`src/rtl/axi_dw_pkg.sv`:
```
`default_nettype none
// ============================================================================
// Module   : axi_dw_pkg
// Brief    : Shared slot-state encoding and beat-count helper for the
//            AXI data-width read scheduler.
// Revision : 1.0 - initial release
// ============================================================================
package axi_dw_pkg;

    typedef enum logic [1:0] {
        SLOT_IDLE  = 2'd0,
        SLOT_ISSUE = 2'd1,
        SLOT_BUSY  = 2'd2
    } slot_state_e;

    // Narrow bursts smaller than a manager beat still cost one beat each.
    function automatic logic [31:0] beat_count(input logic [7:0]  len,
                                               input logic [2:0]  size,
                                               input int unsigned mgr_bytes);
        logic [31:0] ratio;
        ratio = (32'd1 << size) / mgr_bytes;
        if (ratio == 32'd0) begin
            ratio = 32'd1;
        end
        return ({24'd0, len} + 32'd1) * ratio;
    endfunction

endpackage
`default_nettype wire

```
`src/rtl/axi_dw_rd_slot.sv`:
```
`default_nettype none
// ============================================================================
// Module   : axi_dw_rd_slot
// Brief    : One read tracking slot: IDLE -> ISSUE -> BUSY -> IDLE, with a
//            countdown of expected manager-side R beats.
// Revision : 1.0 - initial release
// ============================================================================
module axi_dw_rd_slot
    import axi_dw_pkg::*;
#(
    parameter int unsigned IdWidth = 1,
    parameter int unsigned BeatW   = 10
) (
    input  logic               clk,
    input  logic               rst,
    input  logic               i_alloc,
    input  logic [IdWidth-1:0] i_alloc_id,
    input  logic [BeatW-1:0]   i_alloc_beats,
    input  logic               i_issued,
    input  logic               i_beat,
    output logic [1:0]         o_state,
    output logic [IdWidth-1:0] o_id,
    output logic               o_final
);

    localparam logic [1:0] c_idle  = SLOT_IDLE;
    localparam logic [1:0] c_issue = SLOT_ISSUE;
    localparam logic [1:0] c_busy  = SLOT_BUSY;

    logic [1:0]         r_state;
    logic [IdWidth-1:0] r_id;
    logic [BeatW-1:0]   r_cnt;

    always_ff @(posedge clk) begin
        if (rst) begin
            r_state <= c_idle;
            r_id    <= '0;
            r_cnt   <= '0;
        end else begin
            case (r_state)
                c_idle: begin
                    if (i_alloc) begin
                        r_state <= c_issue;
                        r_id    <= i_alloc_id;
                        r_cnt   <= i_alloc_beats;
                    end
                end
                c_issue: begin
                    if (i_issued) begin
                        r_state <= c_busy;
                    end
                end
                c_busy: begin
                    if (i_beat) begin
                        r_cnt <= r_cnt - BeatW'(1);
                        if (r_cnt == BeatW'(1)) begin
                            r_state <= c_idle;
                        end
                    end
                end
                default: r_state <= c_idle;
            endcase
        end
    end

    assign o_state = r_state;
    assign o_id    = r_id;
    assign o_final = (r_cnt == BeatW'(1));

endmodule
`default_nettype wire

```
`src/rtl/lzc.sv`:
```
`default_nettype none
// ============================================================================
// Module   : lzc
// Brief    : Leading/trailing zero counter (common-cells compatible ports).
// Revision : 1.0 - initial release
// ============================================================================
module lzc #(
    parameter int unsigned WIDTH = 2,
    parameter bit          MODE  = 1'b0,
    localparam int unsigned CNT_WIDTH = (WIDTH > 1) ? $clog2(WIDTH) : 1
) (
    input  logic [WIDTH-1:0]     in_i,
    output logic [CNT_WIDTH-1:0] cnt_o,
    output logic                 empty_o
);

    always_comb begin
        cnt_o   = '0;
        empty_o = ~|in_i;
        if (!MODE) begin
            for (int k = int'(WIDTH) - 1; k >= 0; k--) begin
                if (in_i[k]) begin
                    cnt_o = CNT_WIDTH'(k);
                end
            end
        end else begin
            for (int k = 0; k < int'(WIDTH); k++) begin
                if (in_i[k]) begin
                    cnt_o = CNT_WIDTH'(int'(WIDTH) - 1 - k);
                end
            end
        end
    end

endmodule
`default_nettype wire

```
`src/rtl/axi_dw_rd_scheduler.sv`:
```
`default_nettype none
// ============================================================================
// Module   : axi_dw_rd_scheduler
// Brief    : Tracks outstanding read bursts across a data-width downsizer,
//            issuing one AR at a time and counting manager-side R beats.
// Revision : 1.0 - initial release
// ============================================================================
module axi_dw_rd_scheduler
    import axi_dw_pkg::*;
#(
    parameter int unsigned MaxReads         = 2,
    parameter int unsigned IdWidth          = 1,
    parameter int unsigned SbrPortDataWidth = 64,
    parameter int unsigned MgrPortDataWidth = 32,
    localparam int unsigned c_slot_w = (MaxReads > 1) ? $clog2(MaxReads) : 1,
    localparam int unsigned c_beat_w =
        $clog2(256 * SbrPortDataWidth / MgrPortDataWidth) + 1
) (
    input  logic                clk_i,
    input  logic                rst_i,
    input  logic                ar_valid_i,
    output logic                ar_ready_o,
    input  logic [IdWidth-1:0]  ar_id_i,
    input  logic [7:0]          ar_len_i,
    input  logic [2:0]          ar_size_i,
    output logic                ar_valid_o,
    input  logic                ar_ready_i,
    output logic [IdWidth-1:0]  ar_id_o,
    output logic [c_slot_w-1:0] ar_slot_o,
    output logic [c_beat_w-1:0] ar_beats_o,
    input  logic                r_valid_i,
    input  logic                r_ready_i,
    input  logic [IdWidth-1:0]  r_id_i,
    input  logic                r_last_i,
    output logic                r_hit_o,
    output logic [c_slot_w-1:0] r_slot_o,
    output logic [MaxReads-1:0] busy_o,
    output logic                err_o
);

    localparam int unsigned c_mgr_bytes = MgrPortDataWidth / 8;
    localparam logic [2:0]  c_max_size  = 3'($clog2(SbrPortDataWidth / 8));

    logic [1:0]         w_state   [MaxReads];
    logic [IdWidth-1:0] w_slot_id [MaxReads];
    logic [MaxReads-1:0] w_final, w_idle, w_issue, w_busy;
    logic [MaxReads-1:0] w_id_used, w_match, w_alloc, w_issued, w_beat;
    logic [c_slot_w-1:0] w_free_slot;
    logic                w_none_free;
    logic                w_ar_fire, w_r_fire, w_hit, w_hit_final, w_err;
    logic [c_beat_w-1:0] w_ar_beats;

    logic                r_ar_valid;
    logic [IdWidth-1:0]  r_ar_id;
    logic [c_slot_w-1:0] r_ar_slot;
    logic [c_beat_w-1:0] r_ar_beats;
    logic                r_err;

    for (genvar i = 0; i < MaxReads; i++) begin : g_slot
        assign w_idle[i]    = (w_state[i] == SLOT_IDLE);
        assign w_issue[i]   = (w_state[i] == SLOT_ISSUE);
        assign w_busy[i]    = (w_state[i] == SLOT_BUSY);
        assign w_id_used[i] = !w_idle[i] && (w_slot_id[i] == ar_id_i);
        assign w_match[i]   = w_busy[i] && (w_slot_id[i] == r_id_i);
        assign w_alloc[i]   = w_ar_fire && (w_free_slot == c_slot_w'(i));
        assign w_issued[i]  = r_ar_valid && ar_ready_i && (r_ar_slot == c_slot_w'(i));
        assign w_beat[i]    = w_r_fire && w_match[i];

        axi_dw_rd_slot #(
            .IdWidth (IdWidth),
            .BeatW   (c_beat_w)
        ) u_slot (
            .clk           (clk_i),
            .rst           (rst_i),
            .i_alloc       (w_alloc[i]),
            .i_alloc_id    (ar_id_i),
            .i_alloc_beats (w_ar_beats),
            .i_issued      (w_issued[i]),
            .i_beat        (w_beat[i]),
            .o_state       (w_state[i]),
            .o_id          (w_slot_id[i]),
            .o_final       (w_final[i])
        );
    end

    lzc #(
        .WIDTH (MaxReads),
        .MODE  (1'b0)
    ) u_free_lzc (
        .in_i    (w_idle),
        .cnt_o   (w_free_slot),
        .empty_o (w_none_free)
    );

    // The ISSUE slot hands off in the same cycle a new AR takes its place.
    assign ar_ready_o = !w_none_free && !(|w_id_used) && (!(|w_issue) || ar_ready_i);
    assign w_ar_fire  = ar_valid_i && ar_ready_o;
    assign w_ar_beats = c_beat_w'(beat_count(ar_len_i, ar_size_i, c_mgr_bytes));

    assign w_r_fire    = r_valid_i && r_ready_i;
    assign w_hit       = |w_match;
    assign w_hit_final = |(w_match & w_final);
    assign w_err       = (w_r_fire && (!w_hit || (r_last_i != w_hit_final)))
                       || (w_ar_fire && (ar_size_i > c_max_size));

    always_comb begin
        r_slot_o = '0;
        for (int k = 0; k < int'(MaxReads); k++) begin
            if (w_match[k]) begin
                r_slot_o = c_slot_w'(k);
            end
        end
    end

    always_ff @(posedge clk_i) begin
        if (rst_i) begin
            r_ar_valid <= 1'b0;
            r_ar_id    <= '0;
            r_ar_slot  <= '0;
            r_ar_beats <= '0;
            r_err      <= 1'b0;
        end else begin
            r_err <= w_err;
            if (w_ar_fire) begin
                r_ar_valid <= 1'b1;
                r_ar_id    <= ar_id_i;
                r_ar_slot  <= w_free_slot;
                r_ar_beats <= w_ar_beats;
            end else if (ar_ready_i) begin
                r_ar_valid <= 1'b0;
            end
        end
    end

    assign ar_valid_o = r_ar_valid;
    assign ar_id_o    = r_ar_id;
    assign ar_slot_o  = r_ar_slot;
    assign ar_beats_o = r_ar_beats;
    assign r_hit_o    = w_r_fire && w_hit;
    assign busy_o     = w_issue | w_busy;
    assign err_o      = r_err;

endmodule
`default_nettype wire

```
`config.mk`:
```
export PLATFORM = sky130hd
export DESIGN_NAME = axi_dw_rd_scheduler
export DESIGN_NICKNAME = d
export VERILOG_FILES = /design/src/rtl/axi_dw_pkg.sv /design/src/rtl/axi_dw_rd_slot.sv /design/src/rtl/lzc.sv /design/src/rtl/axi_dw_rd_scheduler.sv
export SDC_FILE = /design/constraint.sdc
export NUM_CORES = 1
export LEC_CHECK = 0
export ABC_AREA = 1
export CORE_MARGIN = 2
export CORE_UTILIZATION = 35
export CTS_CLUSTER_SIZE = 20
export DETAILED_ROUTE_END_ITERATION = 10
export GPL_TIMING_DRIVEN = 0
export PLACE_DENSITY = 0.56
export SYNTH_ARGS = -nofsm -noshare
export SYNTH_HDL_FRONTEND = slang
export SYNTH_SLANG_ARGS = --single-unit
```
`constraint.sdc`:
```
create_clock -name clk_i -period 7.1 [get_ports clk_i]
set_input_delay 1.42 -clock clk_i [delete_from_list [all_inputs] [get_ports clk_i]]
set_output_delay 1.42 -clock clk_i [all_outputs]
set_load 0.01 [all_outputs]
```
==> out/results.tsv, run 1 <==
stage	metric	value	unit
global_route	grt_pass1_vias	3441	
die	die_area	11700	µm²
drt	vias_per_cell	4.85	
clock_network	insertion_delay	0.30	ns
worst_setup_path	cp_max_fo	5	
layout	antenna_cells	0	
global_route	grt_overflow	0	
synth	synth.most_common_cell	nand2_1	
global_route	grt_start_max_net_pins	13	
synth	synthCells	571	
placement	placed_cell_area	4350	µm²
die	die_height	108	µm
global_route	antenna_found_initial	0	
worst_setup_path	end_kind	flop	
die	fp.dieW	108	µm
layout	final_cells	757	
placement	pre_cts_slack	0.465	ns
sta	period_needed	6.30	ns
sta	finalHoldWorstSlack	0.469	ns
sta	setup-violations-final	0	
placement	place.port_buffers	38	
layout	final_util	41.9	%
sta	grt_setup_unrepaired	false	
worst_setup_path	cp_common_cell	nand2_1	
drt	dr.first_iter.drc_count	170	
drt	wl	9780	µm
placement	gp_congestion	0.881	
layout	fillers	1147	
layout	design_area	4480	µm²
flow_run	maxCapViolCount	0	
worst_setup_path	worst_path_max_delay_cell	clkdlybuf4s50_1	
placement	dp_hpwl	7900	µm
drt	first_pass_iters	4	
synth	yosys_warnings	0	
sta	hold_viol_final	0	
synth	synth_top_area_share	21.1	%
clock_network	cts.sinks	40	
global_route	grt_pass1_wl	16200	µm
die	pin_count	39	
worst_setup_path	cp.arrival	6.50	ns
drt	wl_per_cell	12.9	µm
worst_setup_path	cp_slowest_stage_delay	0.56	ns
layout	syn_to_final_growth	18.0	%
clock_network	cts-root-buf	clkbuf_8	
clock_network	cts_htree_levels	2	
worst_setup_path	cp-start-kind	input port	
worst_setup_path	crit_required	7.31	ns
clock_network	ctsHoldBuffers	0	
power_and_ir_drop	p_leak	2.13	nW
synth	ys_seq_area_share	21.1	%
drt	drc	0	
sta	tightestPinTransition	0.566	ns
synth	synthArstFlopShare	0	%
synth	synth_ff_type	dfxtp_1	
synth	syn_area	3800	µm²
sta	timing.fmax	159	MHz
die	rows	38	
clock_network	post_cts_resized	0	
layout	regArea	801	µm²
sta	slew_viol_final	0	
synth	yosys_register_bits	40	
power_and_ir_drop	power_density	356	nW/µm²
min_path	hp-class	flop to flop	
synth	synth_nets	642	
die	coreArea	10700	µm²
placement	place_inst	749	
global_route	grt_usage	17.5	%
clock_network	post_cts_buffers	0	
layout	drive_above_1_share	5.67	%
sta	skew	0.00874	ns
sta	fin_ws	0.804	ns
sta	slew_headroom	61.9	%
worst_setup_path	path_class	input port to flop	
synth	synth_largest_area_cell	dfxtp_1	
power_and_ir_drop	power.total	1.59	mW
synth	ys_top_cells_by_count	139 x nand2_1, 93 x inv_1, 76 x nor2_1, 40 x dfxtp_1, 38 x a21oi_1	
outcome	outcome	finished clean	
clock_network	cts.clk_slew.worst_paths	0.09	ns
synth	synthTopCellsByArea	dfxtp_1 21%, nand2_1 14%, fa_1 11%, ha_1 9.9%, inv_1 9.2%	
layout	nNetsFinal	687	
clock_network	cts_buffers	5	
die	initial_core_util	35.5	%
drt	detail-route-antenna-nets	0	
synth	avgSynthCellArea	6.65	µm²
worst_setup_path	critical-path-top-delay-family	adder cells	
synth	synth-edff-count	0	
power_and_ir_drop	peakVddDrop	132	µV
clock_network	cts_tree	built	
layout	multi_input_area	2560	µm²
worst_setup_path	worst-path-buf-inv	6	
drt	route.vias.total	3672	
synth	yosysUniqueCellTypes	38	
sta	tns	0	ns
sta	finalCritPeriodShare	88.7	%
clock_network	clockBufferDepth	2	
==> area by class of cell <==
type | count | share of cell area, %
plain buffers | 11 | 1.54
multi-input cells | 422 | 57.1
flip-flops and latches | 40 | 17.9
repair buffers | 38 | 8.49
well taps | 140 | 3.91
clock inverters | 1 | 0.670
clock buffers | 7 | 2.15
inverters | 98 | 8.32
==> worst paths after layout <==
path	start	endpoint	slack, ns	depth (start not counted)
setup / recovery	ar_len_i[0]	ar_beats_o[9]	0.80	25
hold / removal	ar_id_o	ar_id_o	0.47	2
setup reg to reg	g_slot[0].u_slot.o_state[0]	g_slot[0].u_slot.r_cnt[1]	5.02	13
hold reg to reg	ar_id_o	ar_id_o	0.47	2
==> sequential cells by signal, summed over array words and instances (netlist names) <==
name / flops
ar_beats_o: 10
ar_id_o: 1
ar_slot_o: 1
ar_valid_o: 1
err_o: 1
g_slot.u_slot.o_id: 2
g_slot.u_slot.o_state: 4
g_slot.u_slot.r_cnt: 20
==> power breakdown <==
group	switching (mW)	internal, mW	leakage, nW
clock	0.0855	0.124	0.0645
combinational	0.626	0.387	1.74
sequential	0.0600	0.312	0.329
total	0.772	0.823	2.13
==> cell families after synthesis <==
group	synth area share [%]
buffers and inverters	11.6
AND/OR/NAND/NOR	31.8
flip-flops	21.1
XOR/XNOR	2.77
adder cells (fa/ha/maj)	20.9
AO/OA/AOI/OAI	11.8
==> worst min-delay path, stage by stage, from the launching register on <==
cell and delay, ns:
dfxtp_1 0.32, nand2_1 0.06, a21oi_1 0.05
==> routing by layer <==
metal  GRT usage [%]  vias to the layer above  wire (µm)
li1                -                     1878          -
met1            22.9                     1686       4510
met2            30.2                       91       4600
met3            2.29                       17        453
met4            5.31                        0        221
met5               0                        -          0
==> cell usage in the layout (no fill, tap or decap), drive strengths merged, types with 8 or more instances in the layout <==
cell | synthesis | routed
clkdlybuf4s50 | 0 | 38
clkbuf | 6 | 13
nand3 | 31 | 31
a21oi | 38 | 38
ha | 30 | 30
nor3 | 8 | 8
nand2 | 145 | 145
fa | 21 | 21
nor2 | 79 | 79
inv | 98 | 98
o21ai | 38 | 38
dfxtp | 40 | 40
Note: power is estimated with default switching activity, not from simulation.
==> inputs of run 2 (changes only) <==
MAX_ROUTING_LAYER = met4   (was unset)
==> out/results.tsv, run 2 (synthesized netlist as in run 1, its figures left out) <==
stage	metric	value	unit	change
global_route	grt_pass1_wl	16300	µm	was 16200 µm
drt	wl_per_cell	12.9	µm	about the same
power_and_ir_drop	p_leak	2.13	nW	unchanged
die	rows	38		unchanged
power_and_ir_drop	power_density	356	nW/µm²	about the same
layout	largest_reg_flops	20		unchanged
sta	hold_viol_final	0		unchanged
sta	finalCritPeriodShare	88.8	%	was 88.7%
drt	dr.first_iter.drc_count	165		was 170
drt	wl	9800	µm	was 9780 µm
clock_network	cts_htree_levels	2		unchanged
placement	place.port_buffers	38		unchanged
clock_network	ctsHoldBuffers	0		unchanged
worst_setup_path	critical-path-top-delay-family	adder cells		unchanged
global_route	grt_start_max_net_pins	13		unchanged
min_path	hp-class	flop to flop		unchanged
worst_setup_path	worst-path-buf-inv	6		unchanged
sta	slew_headroom	61.6	%	was 61.9%
placement	gp_congestion	0.896		was 0.881
sta	tightestPinTransition	0.570	ns	was 0.566 ns
layout	final_util	41.9	%	unchanged
drt	detail-route-antenna-nets	0		unchanged
worst_setup_path	path_class	input port to flop		unchanged
sta	grt_setup_unrepaired	false		unchanged
flow_run	maxCapViolCount	0		unchanged
die	pin_count	39		unchanged
layout	design_area	4480	µm²	unchanged
die	coreArea	10700	µm²	unchanged
worst_setup_path	cp_common_cell	nand2_1		unchanged
clock_network	cts_buffers	5		unchanged
sta	period_needed	6.30	ns	about the same
clock_network	cts-root-buf	clkbuf_8		unchanged
worst_setup_path	cp.arrival	6.51	ns	was 6.50 ns
global_route	grt_usage	18.1	%	was 17.5%
clock_network	clockBufferDepth	2		unchanged
drt	drc	0		unchanged
placement	placed_cell_area	4350	µm²	unchanged
placement	pre_cts_slack	0.465	ns	unchanged
sta	timing.fmax	159	MHz	about the same
die	die_height	108	µm	unchanged
global_route	grt_pass1_vias	3443		was 3441
layout	syn_to_final_growth	18.0	%	unchanged
drt	vias_per_cell	4.83		was 4.85
min_path	worstHoldStart	ar_id_o		unchanged
layout	antenna_cells	0		unchanged
drt	first_pass_iters	4		unchanged
drt	route.vias.total	3660		was 3672
clock_network	post_cts_resized	0		unchanged
placement	dp_hpwl	7900	µm	unchanged
min_path	hold_depth	2		unchanged
clock_network	cts_tree	built		unchanged
worst_setup_path	worst_path_max_delay_cell	clkdlybuf4s50_1		unchanged
sta	setup-violations-final	0		unchanged
global_route	antenna_found_initial	0		unchanged
clock_network	cts.clk_slew.worst_paths	0.09	ns	about the same
sta	fin_ws	0.797	ns	was 0.804 ns
worst_setup_path	end_kind	flop		unchanged
worst_setup_path	cp_slowest_stage_delay	0.56	ns	about the same
die	die_area	11700	µm²	unchanged
sta	slew_viol_final	0		unchanged
layout	drive_above_1_share	5.67	%	unchanged
layout	fillers	1147		unchanged
layout	mostFrequentLayoutCell	nand2_1		unchanged
power_and_ir_drop	peakVddDrop	132	µV	about the same
worst_setup_path	crit_required	7.31	ns	about the same
clock_network	insertion_delay	0.30	ns	about the same
worst_setup_path	cp_max_fo	5		unchanged
layout	nNetsFinal	687		unchanged
layout	regMostFlops	g_slot.u_slot.r_cnt		unchanged
clock_network	post_cts_buffers	0		unchanged
layout	multi_input_area	2560	µm²	unchanged
die	fp.dieW	108	µm	unchanged
global_route	grt_overflow	0		unchanged
sta	skew	0.0118	ns	was 0.00874 ns
sta	tns	0	ns	unchanged
layout	final_cell_mix	139 x nand2_1, 93 x inv_1, 76 x nor2_1		unchanged
worst_setup_path	r2r_start	g_slot[0].u_slot.o_state[0]		unchanged
worst_setup_path	ff2ff_setup_slack	5.03	ns	was 5.02 ns
clock_network	cts.sinks	40		unchanged
worst_setup_path	r2r_cells	13		unchanged
power_and_ir_drop	power.total	1.60	mW	was 1.59 mW
worst_setup_path	cp-start-kind	input port		unchanged
min_path	min_to	ar_id_o		unchanged
outcome	outcome	finished clean		unchanged
layout	regArea	801	µm²	unchanged
die	initial_core_util	35.5	%	unchanged
worst_setup_path	timing.rr.end	g_slot[0].u_slot.r_cnt[1]		unchanged
run 2: cell counts in the layout (fill, tap and decap cells not counted):
Identical to the previous run, type by type.
run 2: where the power goes:
| part | total (mW) | leakage, nW | switching [mW] | internal, mW |
|---|---|---|---|---|
| sequential | 0.372 | 0.329 | 0.0596 | 0.312 |
| clock | 0.212 | 0.0645 | 0.0873 | 0.124 |
| combinational | 1.01 | 1.74 | 0.627 | 0.387 |
run 2: tightest hold or removal path, stage by stage, from the launching register on:
cell and delay, ns:
dfxtp_1 0.32, nand2_1 0.06, a21oi_1 0.05
run 2: worst max path at each step:
stage                     slack [ns]         from       endpoint  depth (start not counted)
after detailed placement        0.46  ar_len_i[0]  ar_beats_o[9]                         25
after floorplan                 1.61  ar_len_i[0]  ar_beats_o[9]                         24
after global placement          0.48  ar_len_i[0]  ar_beats_o[9]                         25
after global routing            0.40  ar_len_i[0]  ar_beats_o[9]                         25
after CTS                       0.76  ar_len_i[0]  ar_beats_o[9]                         25
final                           0.80  ar_len_i[0]  ar_beats_o[9]                         25
run 2: area by class of cell:
type	instances	area share, %
buffer	11	1.54
sequential	40	17.9
clock inverter	1	0.670
inverter	98	8.32
timing repair buffer	38	8.49
tap	140	3.91
clock buffer	7	2.15
multi-input combinational	422	57.1
run 2: stage by stage:
step / std cells / hold slack, ns
6_report: 757 / 0.469
5_1_grt: 757 / 0.488
3_3_place_gp: 749 / 0.455
2_1_floorplan: 571 / 0.456
4_1_cts: 757 / 0.474
3_5_place_dp: 749 / 0.460
run 2: layer usage:
layer | routed length [µm] | vias to the layer above | share of wire [%] | track usage, %
met5 | 0 | - | 0 | -
met4 | 219 | 0 | 2.2 | 5.31
met3 | 411 | 17 | 4.2 | 2.29
met2 | 4640 | 78 | 47 | 30.2
met1 | 4530 | 1686 | 46 | 22.9
li1 | - | 1879 | - | -
==> inputs of run 3 (changes only) <==
CORE_MARGIN = 3   (was 2)
==> out/results.tsv, run 3 (synthesized netlist as in run 1, its figures left out) <==
stage	metric	value	unit	change
min_path	worstHoldStart	ar_beats_o[2]		was ar_id_o
clock_network	post_cts_buffers	0		unchanged
worst_setup_path	cp.arrival	6.49	ns	was 6.51 ns
sta	slew_headroom	63.8	%	was 61.6%
drt	dr.first_iter.drc_count	113		was 165
global_route	grt_start_max_net_pins	13		unchanged
power_and_ir_drop	swShare	49.6	%	was 48.4%
clock_network	cts_tree	built		unchanged
sta	setup-violations-final	0		unchanged
layout	design_area	4440	µm²	was 4480 µm²
placement	placed_cell_area	4350	µm²	about the same
global_route	grt_pass1_wl	16400	µm	was 16300 µm
drt	wl_per_cell	12.8	µm	was 12.9 µm
power_and_ir_drop	p_int	0.778	mW	was 0.823 mW
placement	gp_congestion	0.862		was 0.896
drt	detail-route-antenna-nets	0		unchanged
global_route	grt_overflow	0		unchanged
min_path	min_to	ar_beats_o[2]		was ar_id_o
die	rows	37		was 38
worst_setup_path	crit_required	7.29	ns	was 7.31 ns
clock_network	post_cts_resized	0		unchanged
worst_setup_path	ff2ff_setup_slack	4.98	ns	was 5.03 ns
flow_run	maxCapViolCount	0		unchanged
die	coreArea	10500	µm²	was 10700 µm²
worst_setup_path	path_class	input port to flop		unchanged
clock_network	cts_buffers	5		unchanged
die	die_area	12100	µm²	was 11700 µm²
worst_setup_path	timing.rr.end	g_slot[0].u_slot.r_cnt[6]		was g_slot[0].u_slot.r_cnt[1]
worst_setup_path	cp-start-kind	input port		unchanged
worst_setup_path	cp_max_fo	5		unchanged
power_and_ir_drop	seqPwrFrac	24.1	%	was 23.3%
drt	wl	9660	µm	was 9800 µm
power_and_ir_drop	peakVddDrop	153	µV	was 132 µV
die	fp.dieW	110	µm	was 108 µm
worst_setup_path	r2r_cells	11		was 13
min_path	hold_depth	2		unchanged
placement	place.port_buffers	38		unchanged
placement	dp_hpwl	7920	µm	was 7900 µm
sta	finalCritPeriodShare	88.7	%	was 88.8%
clock_network	cts-root-buf	clkbuf_8		unchanged
worst_setup_path	worst-path-buf-inv	6		unchanged
worst_setup_path	cp_slowest_stage_delay	0.60	ns	was 0.56 ns
layout	largest_reg_flops	20		unchanged
layout	antenna_cells	0		unchanged
power_and_ir_drop	power_density	347	nW/µm²	was 356 nW/µm²
die	initial_core_util	36.3	%	was 35.5%
global_route	grt_usage	17.4	%	was 18.1%
power_and_ir_drop	p_leak	2.11	nW	was 2.13 nW
layout	final_cells	753		was 757
sta	period_needed	6.30	ns	about the same
clock_network	cts_htree_levels	2		unchanged
power_and_ir_drop	pwr-share-clk	10.7	%	was 13.2%
placement	place_inst	745		was 749
worst_setup_path	cp_common_cell	nand2_1		unchanged
min_path	hp-class	flop to flop		unchanged
global_route	antenna_found_initial	0		unchanged
global_route	grt_pass1_vias	3416		was 3443
die	die_height	110	µm	was 108 µm
clock_network	clockBufferDepth	2		unchanged
layout	regMostFlops	g_slot.u_slot.r_cnt		unchanged
sta	skew	0.00725	ns	was 0.0118 ns
outcome	outcome	finished clean		unchanged
layout	final_util	42.5	%	was 41.9%
drt	route.vias.total	3599		was 3660
sta	slew_viol_final	0		unchanged
worst_setup_path	end_kind	flop		unchanged
worst_setup_path	worst_path_max_delay_cell	clkdlybuf4s50_1		unchanged
sta	timing.fmax	159	MHz	about the same
drt	first_pass_iters	5		was 4
clock_network	cts.sinks	40		unchanged
sta	tightestPinTransition	0.538	ns	was 0.570 ns
sta	tns	0	ns	unchanged
power_and_ir_drop	p_sw	0.764	mW	was 0.774 mW
layout	syn_to_final_growth	17.0	%	was 18.0%
drt	vias_per_cell	4.78		was 4.83
sta	hold_viol_final	0		unchanged
worst_setup_path	critical-path-top-delay-family	adder cells		unchanged
layout	drive_above_1_share	5.51	%	was 5.67%
sta	grt_setup_unrepaired	false		unchanged
die	pin_count	39		unchanged
layout	mostFrequentLayoutCell	nand2_1		unchanged
drt	drc	0		unchanged
clock_network	insertion_delay	0.29	ns	was 0.30 ns
layout	final_cell_mix	139 x nand2_1, 93 x inv_1, 76 x nor2_1		unchanged
power_and_ir_drop	power_frac_comb	65.2	%	was 63.5%
clock_network	cts.clk_slew.worst_paths	0.08	ns	was 0.09 ns
layout	nNetsFinal	687		unchanged
clock_network	ctsHoldBuffers	0		unchanged
worst_setup_path	r2r_start	g_slot[0].u_slot.o_state[0]		unchanged
==> run 3: changes by cell type in the layout (fill, tap and decap cells not counted), sizes merged <==
cell / before / now
bufinv: 1 / 0
clkinvlp: 0 / 1
==> run 3: power by group through the flow <==
stage	clock network, mW	logic, mW	registers, mW
2_1_floorplan	0	0.731	0.372
3_3_place_gp	0	1.00	0.375
3_5_place_dp	0	1.01	0.376
4_1_cts	0.171	1.02	0.372
5_1_grt	0.176	1.16	0.385
6_report	0.165	1.01	0.372
==> run 3: worst reg2reg max path, stage by stage, from the launching register on <==
cell and delay, ns:
dfxtp_1 0.32, inv_1 0.09, ha_1 0.21, inv_1 0.09
nor3_1 0.34, nand2_1 0.18, nand2_1 0.11, nand2_2 0.08
nor2_4 0.16, inv_1 0.16, o21ai_0 0.21, a21oi_1 0.06
==> run 3: per-layer routing <==
layer / wire length, µm / global-route usage [%] / up-vias
met4: 59 / 2.11 / 0
li1: - / - / 1880
met1: 4530 / 23.8 / 1630
met5: 0 / - / -
met2: 4520 / 28.7 / 83
met3: 555 / 1.92 / 6
==> run 3: worst max path at each step <==
stage,to,start,slack (ns),cells past startpoint
2_1_floorplan,ar_beats_o[9],ar_len_i[0],1.61,24
3_3_place_gp,ar_beats_o[9],ar_len_i[0],0.47,25
3_5_place_dp,ar_beats_o[9],ar_len_i[0],0.49,25
4_1_cts,ar_beats_o[9],ar_len_i[0],0.79,25
5_1_grt,ar_beats_o[9],ar_len_i[0],0.46,25
6_report,ar_beats_o[9],ar_len_i[0],0.80,25
==> run 3: cell type report <==
type,instances,area [µm²]
fill,1149,6020
multi-input combinational,422,2560
sequential,40,801
timing repair buffer,38,380
inverter,98,373
tap,136,170
clock buffer,7,86.3
buffer,11,68.8
clock inverter,1,7.51
==> run 3: through the flow <==
step                total power [mW]  hold slack, ns  setup WS, ns
floorplan                       1.10           0.456          1.61
global placement                1.38           0.455         0.470
detailed placement              1.39           0.460         0.492
CTS                             1.56           0.473         0.787
global route                    1.72           0.483         0.462
finish                          1.54           0.470         0.801
